===== src/rtl/swim_byte_tx.sv =====
// swim_byte_tx
//   Sends one byte on the STM8 SWIM single-wire line and collects the
//   target's ack/nack.
//   Frame: start bit 0, the eight data bits MSB first, then even parity.
//   Bit encoding: a 0 is a long low phase followed by a short released phase.
//   A 1 is a short low phase followed by a long released phase.
//   After the frame, the block waits for the target's ack pulse and samples
//   it halfway into a bit time. A short pulse reads as ack, a long pulse as nack.
//
// Ports
//   clk            single clock (48 MHz domain)
//   reset_n        asynchronous active-low reset
//   in_data[7:0]   byte to send
//   in_valid       in_data is valid
//   in_ready       byte is accepted this cycle (IDLE only)
//   swim_drive_low 1 pulls the open-drain line low, 0 releases it
//   swim_in        raw pad level (asynchronous)
//   res_valid      one-cycle pulse per completed frame
//   res_ack        target acked (1) / nacked (0); held until the next res_valid
//   res_timeout    no ack edge arrived; held until the next res_valid
//   busy           high in every state except IDLE
module swim_byte_tx #(
    parameter int SHORT_CYC   = 12,
    parameter int LONG_CYC    = 120,
    parameter int ACK_TIMEOUT = 4800
) (
    input  logic       clk,
    input  logic       reset_n,
    input  logic [7:0] in_data,
    input  logic       in_valid,
    output logic       in_ready,
    output logic       swim_drive_low,
    input  logic       swim_in,
    output logic       res_valid,
    output logic       res_ack,
    output logic       res_timeout,
    output logic       busy
);

    localparam int BIT_CYC  = SHORT_CYC + LONG_CYC;
    localparam int HALF_CYC = BIT_CYC / 2;
    localparam int MAX_A    = (LONG_CYC > SHORT_CYC) ? LONG_CYC : SHORT_CYC;
    localparam int MAX_B    = (ACK_TIMEOUT > MAX_A) ? ACK_TIMEOUT : MAX_A;
    localparam int CNT_MAX  = (HALF_CYC > MAX_B) ? HALF_CYC : MAX_B;
    localparam int CNT_W    = $clog2(CNT_MAX + 1);

    localparam logic [CNT_W-1:0] SHORT_LAST   = CNT_W'(SHORT_CYC - 1);
    localparam logic [CNT_W-1:0] LONG_LAST    = CNT_W'(LONG_CYC - 1);
    localparam logic [CNT_W-1:0] HALF_LAST    = CNT_W'(HALF_CYC - 1);
    localparam logic [CNT_W-1:0] TIMEOUT_LAST = CNT_W'(ACK_TIMEOUT - 1);
    localparam logic [CNT_W-1:0] CNT_ONE      = CNT_W'(1);

    localparam logic [2:0] S_IDLE       = 3'd0;
    localparam logic [2:0] S_BIT_LOW    = 3'd1;
    localparam logic [2:0] S_BIT_HIGH   = 3'd2;
    localparam logic [2:0] S_ACK_WAIT   = 3'd3;
    localparam logic [2:0] S_ACK_SAMPLE = 3'd4;
    localparam logic [2:0] S_ACK_END    = 3'd5;

    logic [2:0]       state_q, state_d;
    logic [CNT_W-1:0] cnt_q, cnt_d;
    logic [9:0]       frame_q, frame_d;
    logic [3:0]       bit_idx_q, bit_idx_d;
    logic             ack_smp_q, ack_smp_d;
    logic             res_valid_q, res_valid_d;
    logic             res_ack_q, res_ack_d;
    logic             res_timeout_q, res_timeout_d;
    logic             ready_en_q;
    logic             sync1_q, sync2_q, prev_q;
    logic             fall;

    // A falling edge on the synchronised line. It is only acted on in ACK_WAIT,
    // so glitches during the frame have no effect.
    assign fall = prev_q & ~sync2_q;

    // ready_en_q holds in_ready low until the first edge after reset.
    // Masking with res_valid_q makes the next byte acceptable only on the
    // cycle after the result pulse.
    assign in_ready       = ready_en_q && (state_q == S_IDLE) && !res_valid_q;
    assign busy           = (state_q != S_IDLE);
    assign swim_drive_low = (state_q == S_BIT_LOW);
    assign res_valid      = res_valid_q;
    assign res_ack        = res_ack_q;
    assign res_timeout    = res_timeout_q;

    always_comb begin
        state_d       = state_q;
        cnt_d         = cnt_q;
        frame_d       = frame_q;
        bit_idx_d     = bit_idx_q;
        ack_smp_d     = ack_smp_q;
        res_valid_d   = 1'b0;
        res_ack_d     = res_ack_q;
        res_timeout_d = res_timeout_q;
        case (state_q)
            S_IDLE: begin
                if (in_valid && in_ready) begin
                    frame_d   = {1'b0, in_data, ^in_data};
                    bit_idx_d = 4'd0;
                    cnt_d     = '0;
                    state_d   = S_BIT_LOW;
                end
            end
            S_BIT_LOW: begin
                // frame_q[9] is the bit currently on the wire.
                if (cnt_q == (frame_q[9] ? SHORT_LAST : LONG_LAST)) begin
                    cnt_d   = '0;
                    state_d = S_BIT_HIGH;
                end else begin
                    cnt_d = cnt_q + CNT_ONE;
                end
            end
            S_BIT_HIGH: begin
                if (cnt_q == (frame_q[9] ? LONG_LAST : SHORT_LAST)) begin
                    cnt_d = '0;
                    if (bit_idx_q == 4'd9) begin
                        state_d = S_ACK_WAIT;
                    end else begin
                        bit_idx_d = bit_idx_q + 4'd1;
                        frame_d   = {frame_q[8:0], 1'b0};
                        state_d   = S_BIT_LOW;
                    end
                end else begin
                    cnt_d = cnt_q + CNT_ONE;
                end
            end
            S_ACK_WAIT: begin
                // An edge that lands on the timeout cycle still counts as an ack.
                if (fall) begin
                    cnt_d   = '0;
                    state_d = S_ACK_SAMPLE;
                end else if (cnt_q == TIMEOUT_LAST) begin
                    cnt_d         = '0;
                    state_d       = S_IDLE;
                    res_valid_d   = 1'b1;
                    res_ack_d     = 1'b0;
                    res_timeout_d = 1'b1;
                end else begin
                    cnt_d = cnt_q + CNT_ONE;
                end
            end
            S_ACK_SAMPLE: begin
                // Half a bit time after the edge, a short pulse is already
                // released and a long pulse is still low.
                if (cnt_q == HALF_LAST) begin
                    ack_smp_d = sync2_q;
                    cnt_d     = '0;
                    state_d   = S_ACK_END;
                end else begin
                    cnt_d = cnt_q + CNT_ONE;
                end
            end
            S_ACK_END: begin
                if (sync2_q) begin
                    state_d       = S_IDLE;
                    res_valid_d   = 1'b1;
                    res_ack_d     = ack_smp_q;
                    res_timeout_d = 1'b0;
                end
            end
            default: state_d = S_IDLE;
        endcase
    end

    always_ff @(posedge clk or negedge reset_n) begin
        if (!reset_n) begin
            state_q       <= S_IDLE;
            cnt_q         <= '0;
            frame_q       <= '0;
            bit_idx_q     <= '0;
            ack_smp_q     <= 1'b0;
            res_valid_q   <= 1'b0;
            res_ack_q     <= 1'b0;
            res_timeout_q <= 1'b0;
            ready_en_q    <= 1'b0;
            sync1_q       <= 1'b1;
            sync2_q       <= 1'b1;
            prev_q        <= 1'b1;
        end else begin
            state_q       <= state_d;
            cnt_q         <= cnt_d;
            frame_q       <= frame_d;
            bit_idx_q     <= bit_idx_d;
            ack_smp_q     <= ack_smp_d;
            res_valid_q   <= res_valid_d;
            res_ack_q     <= res_ack_d;
            res_timeout_q <= res_timeout_d;
            ready_en_q    <= 1'b1;
            sync1_q       <= swim_in;
            sync2_q       <= sync1_q;
            prev_q        <= sync2_q;
        end
    end

endmodule


===== config.mk =====
export PLATFORM = sky130hd
export DESIGN_NAME = swim_byte_tx
export DESIGN_NICKNAME = d
export VERILOG_FILES = /design/src/rtl/swim_byte_tx.sv
export SDC_FILE = /design/constraint.sdc
export NUM_CORES = 1
export LEC_CHECK = 0
export CELL_PAD_IN_SITES_DETAIL_PLACEMENT = 0
export CELL_PAD_IN_SITES_GLOBAL_PLACEMENT = 2
export CORE_UTILIZATION = 39
export CTS_CLUSTER_DIAMETER = 120
export DETAILED_ROUTE_END_ITERATION = 10
export GPL_TIMING_DRIVEN = 0
export PLACE_DENSITY = 0.9
export SYNTH_ARGS = -nofsm -noshare
export SYNTH_HDL_FRONTEND = slang
export SYNTH_SLANG_ARGS = --single-unit

===== constraint.sdc =====
create_clock -name clk -period 6 [get_ports clk]
set_input_delay 1.2 -clock clk [delete_from_list [all_inputs] [get_ports clk]]
set_output_delay 1.2 -clock clk [all_outputs]
set_load 0.03 [all_outputs]

==> flow_metrics.env <==
export IMPL_status="finished clean"
export IMPL_cts_repair_resized=0
export IMPL_ys_warn_count=0
export IMPL_die_w_um=74.7
export IMPL_hold_worst_slack_ns=0.358
export IMPL_maxSlewViolCount=0
export IMPL_routed_wl_um=4100
export IMPL_reg2reg_slack_ns=3.72
export IMPL_synthXorXnorAreaFrac_pct=6.38
export IMPL_relSlewSlack_pct=42.8
export IMPL_synth_top_area_share_pct=42.5
export IMPL_min_period_over_period_pct=57.0
export IMPL_synth_compound_area_share_pct=13.7
export IMPL_synth_edff_count=0
export IMPL_crit_type="register to primary output"
export IMPL_setup_viol=0
export IMPL_hold_path_class="register to register"
export IMPL_timing_fmax_mhz=292
export IMPL_r2r_start="cnt_q[0]"
export IMPL_die_area_mm2=0.00558
export IMPL_synth_largest_area_cell="dfrtp_1"
export IMPL_syn_nets=233
export IMPL_worstPathMaxFanout=10
export IMPL_grt_pass1_vias=1533
export IMPL_p_leak_uw=0.00105
export IMPL_syn_area_mm2=0.00206
export IMPL_instances_no_fill=312
export IMPL_layout_commonest_cell="dfrtp_1"
export IMPL_drive_gt1_share_pct=15.7
export IMPL_hpwlAfterDp_um=2860
export IMPL_cts_root_buf="clkbuf_8"
export IMPL_holdBufCountCts=0
export IMPL_layout_common_cells="35 x dfrtp_1, 28 x nand2_1, 27 x nor2_1"
export IMPL_coreArea_mm2=0.00511
export IMPL_synthCells=217
export IMPL_grt_ovfl_total=0
export IMPL_syn2layout_area_growth_pct=19.2
export IMPL_maxCapViolations=0
export IMPL_whs_path_depth=0
export IMPL_die_h_um=74.7
export IMPL_synthAdderAreaFrac_pct=2.43
export IMPL_numPortBuffers=17
export IMPL_rsz0062_at_grt="no"
export IMPL_power_density_mw_per_mm2=410
export IMPL_dpl_cell_count=304
export IMPL_wl_per_cell_um=13.1
export IMPL_first_iter_violations=86
export IMPL_finalSetupTns_ns=0
export IMPL_avgSynthCellArea_um2=9.50
export IMPL_arrival_ns=2.22
export IMPL_htreeDepth=2
export IMPL_dr_pass1_iters=5
export IMPL_grt_usage_pct=16.9
export IMPL_antenna_cells=0
export IMPL_cts_setup_buffers=0
export IMPL_crit_path_start="state_q[1]"
export IMPL_layout_min_cycle_time_ns=3.42
export IMPL_place_area_mm2=0.00231
export IMPL_row_count=26
export IMPL_ys_ff_latch=38
export IMPL_clockBufferDepth=2
export IMPL_path_clk_slew_ns=0.08
export IMPL_grt_max_degree=39
export IMPL_viasPerCell=5.07
export IMPL_routabilityCongestion=0.766
export IMPL_clkLatencyLatePin_ns=0.29
export IMPL_vias=1581
export IMPL_r2r_cells=8
export IMPL_synth_top_family_by_area="simple AND/OR/NAND/NOR gates"
export IMPL_start_util_pct=40.3
export IMPL_async_flop_share_pct=100
export IMPL_drtAntennaViolNets=0
export IMPL_final_hold_violation_count=0
export IMPL_final_nets=257
export IMPL_ys_seq_area_share_pct=46.3
export IMPL_end_kind="primary output"
export IMPL_final_area_mm2=0.00246
export IMPL_cts_tree="done"
export IMPL_antenna_found_initial=0
export IMPL_drc=0
export IMPL_holdCritStartpoint="sync1_q"
export IMPL_ios=18
export IMPL_vdd_drop_max_uv=148
export IMPL_yosys_area_share_simple_pct=24.0
export IMPL_cts_buffers=5
export IMPL_cp_start_kind="register"
export IMPL_ys_types=45
export IMPL_synthTopCellsByArea="dfrtp_1 43%, nand2_1 5.1%, nor2_1 4.9%"
export IMPL_synth_mux_area_share_pct=2.06
export IMPL_required_ns=4.80
export IMPL_cts_sink_count=38
export IMPL_grt_pass1_wl_um=7010
export IMPL_clock_skew_ns=0.00783
export IMPL_synthFlopType="dfrtp_1"
export IMPL_tightest_slew_ns=0.858
metrics by stage:
step	worst slack [ns]	total power (µW)	util (%)
after floorplan	3.03	632	-
after CTS	2.55	1020	48.1
after detailed placement	2.81	745	45.3
after global routing	2.46	1080	48.1
after global placement	2.77	741	45.4
final	2.58	1010	48.1
cells by family (layout without fill, tap and decap cells):
kind of cell    Yosys count  in the layout
simple gates             96             96
flops                    38             38
compound gates           36             36
buf+inv                  23             48
xor+xnor                 15             15
fa+ha+maj                 4              4
mux                       4              4
other cells               1              1
registers in the layout (all words and copies together), names as in the netlist:
signal and cells:
prev_q 1, res_timeout 1, sync1_q 1, res_valid 1, ready_en_q 1, state_q 3
sync2_q 1, ack_smp_q 1, cnt_q 13, res_ack 1, bit_idx_q 4, frame_q 10
where the power goes:
group,switching (µW),internal (µW)
combinational,230,166
sequential,35.1,306
clock,92.6,177
total,357,649
layer usage:
| metal | GRT usage [%] | routed length [µm] |
|---|---|---|
| met1 | 22.5 | 2040 |
| met3 | 4.42 | 131 |
| met2 | 27.1 | 1870 |
| met5 | 0 | 0 |
| met4 | 5.03 | 52 |
worst max-delay path, cell delays in order (launching register included):
cell and delay, ns:
dfrtp_1 0.36, buf_2 0.17, or3_1 0.34, buf_2 0.15, nor3b_1 0.20, clkdlybuf4s50_1 0.71
synth_stat cells (all sizes together) (2+ instances only):
cell type,count
buf,7
dfrtp,35
and2,2
ha,4
mux2,2
nand2,28
nand2b,2
nand4,7
nand3,9
o21ai,14
xor2,10
nand4b,3
inv,12
or4,2
clkbuf,4
mux2i,2
and2b,2
dfstp,3
a21oi,6
nor3,4
and3,2
nor2,27
o221a,9
xnor2,5
path summary, 6_finish.rpt:
check | to
max | in_ready
min | sync2_q
max reg2reg | cnt_q[4]
min reg2reg | sync2_q
max in group asynchronous | frame_q[4]
min in group asynchronous | res_timeout
layout make-up:
| type | instances | area, µm² |
|---|---|---|
| fill | 496 | 2650 |
| multi-input combinational | 156 | 1000 |
| sequential | 38 | 955 |
| timing repair buffer | 17 | 165 |
| tap | 70 | 87.6 |
| clock buffer | 6 | 82.6 |
| clock inverter | 2 | 60.1 |
| buffer | 11 | 56.3 |
| inverter | 12 | 45.0 |
Note: power is estimated with default switching activity, not from simulation.
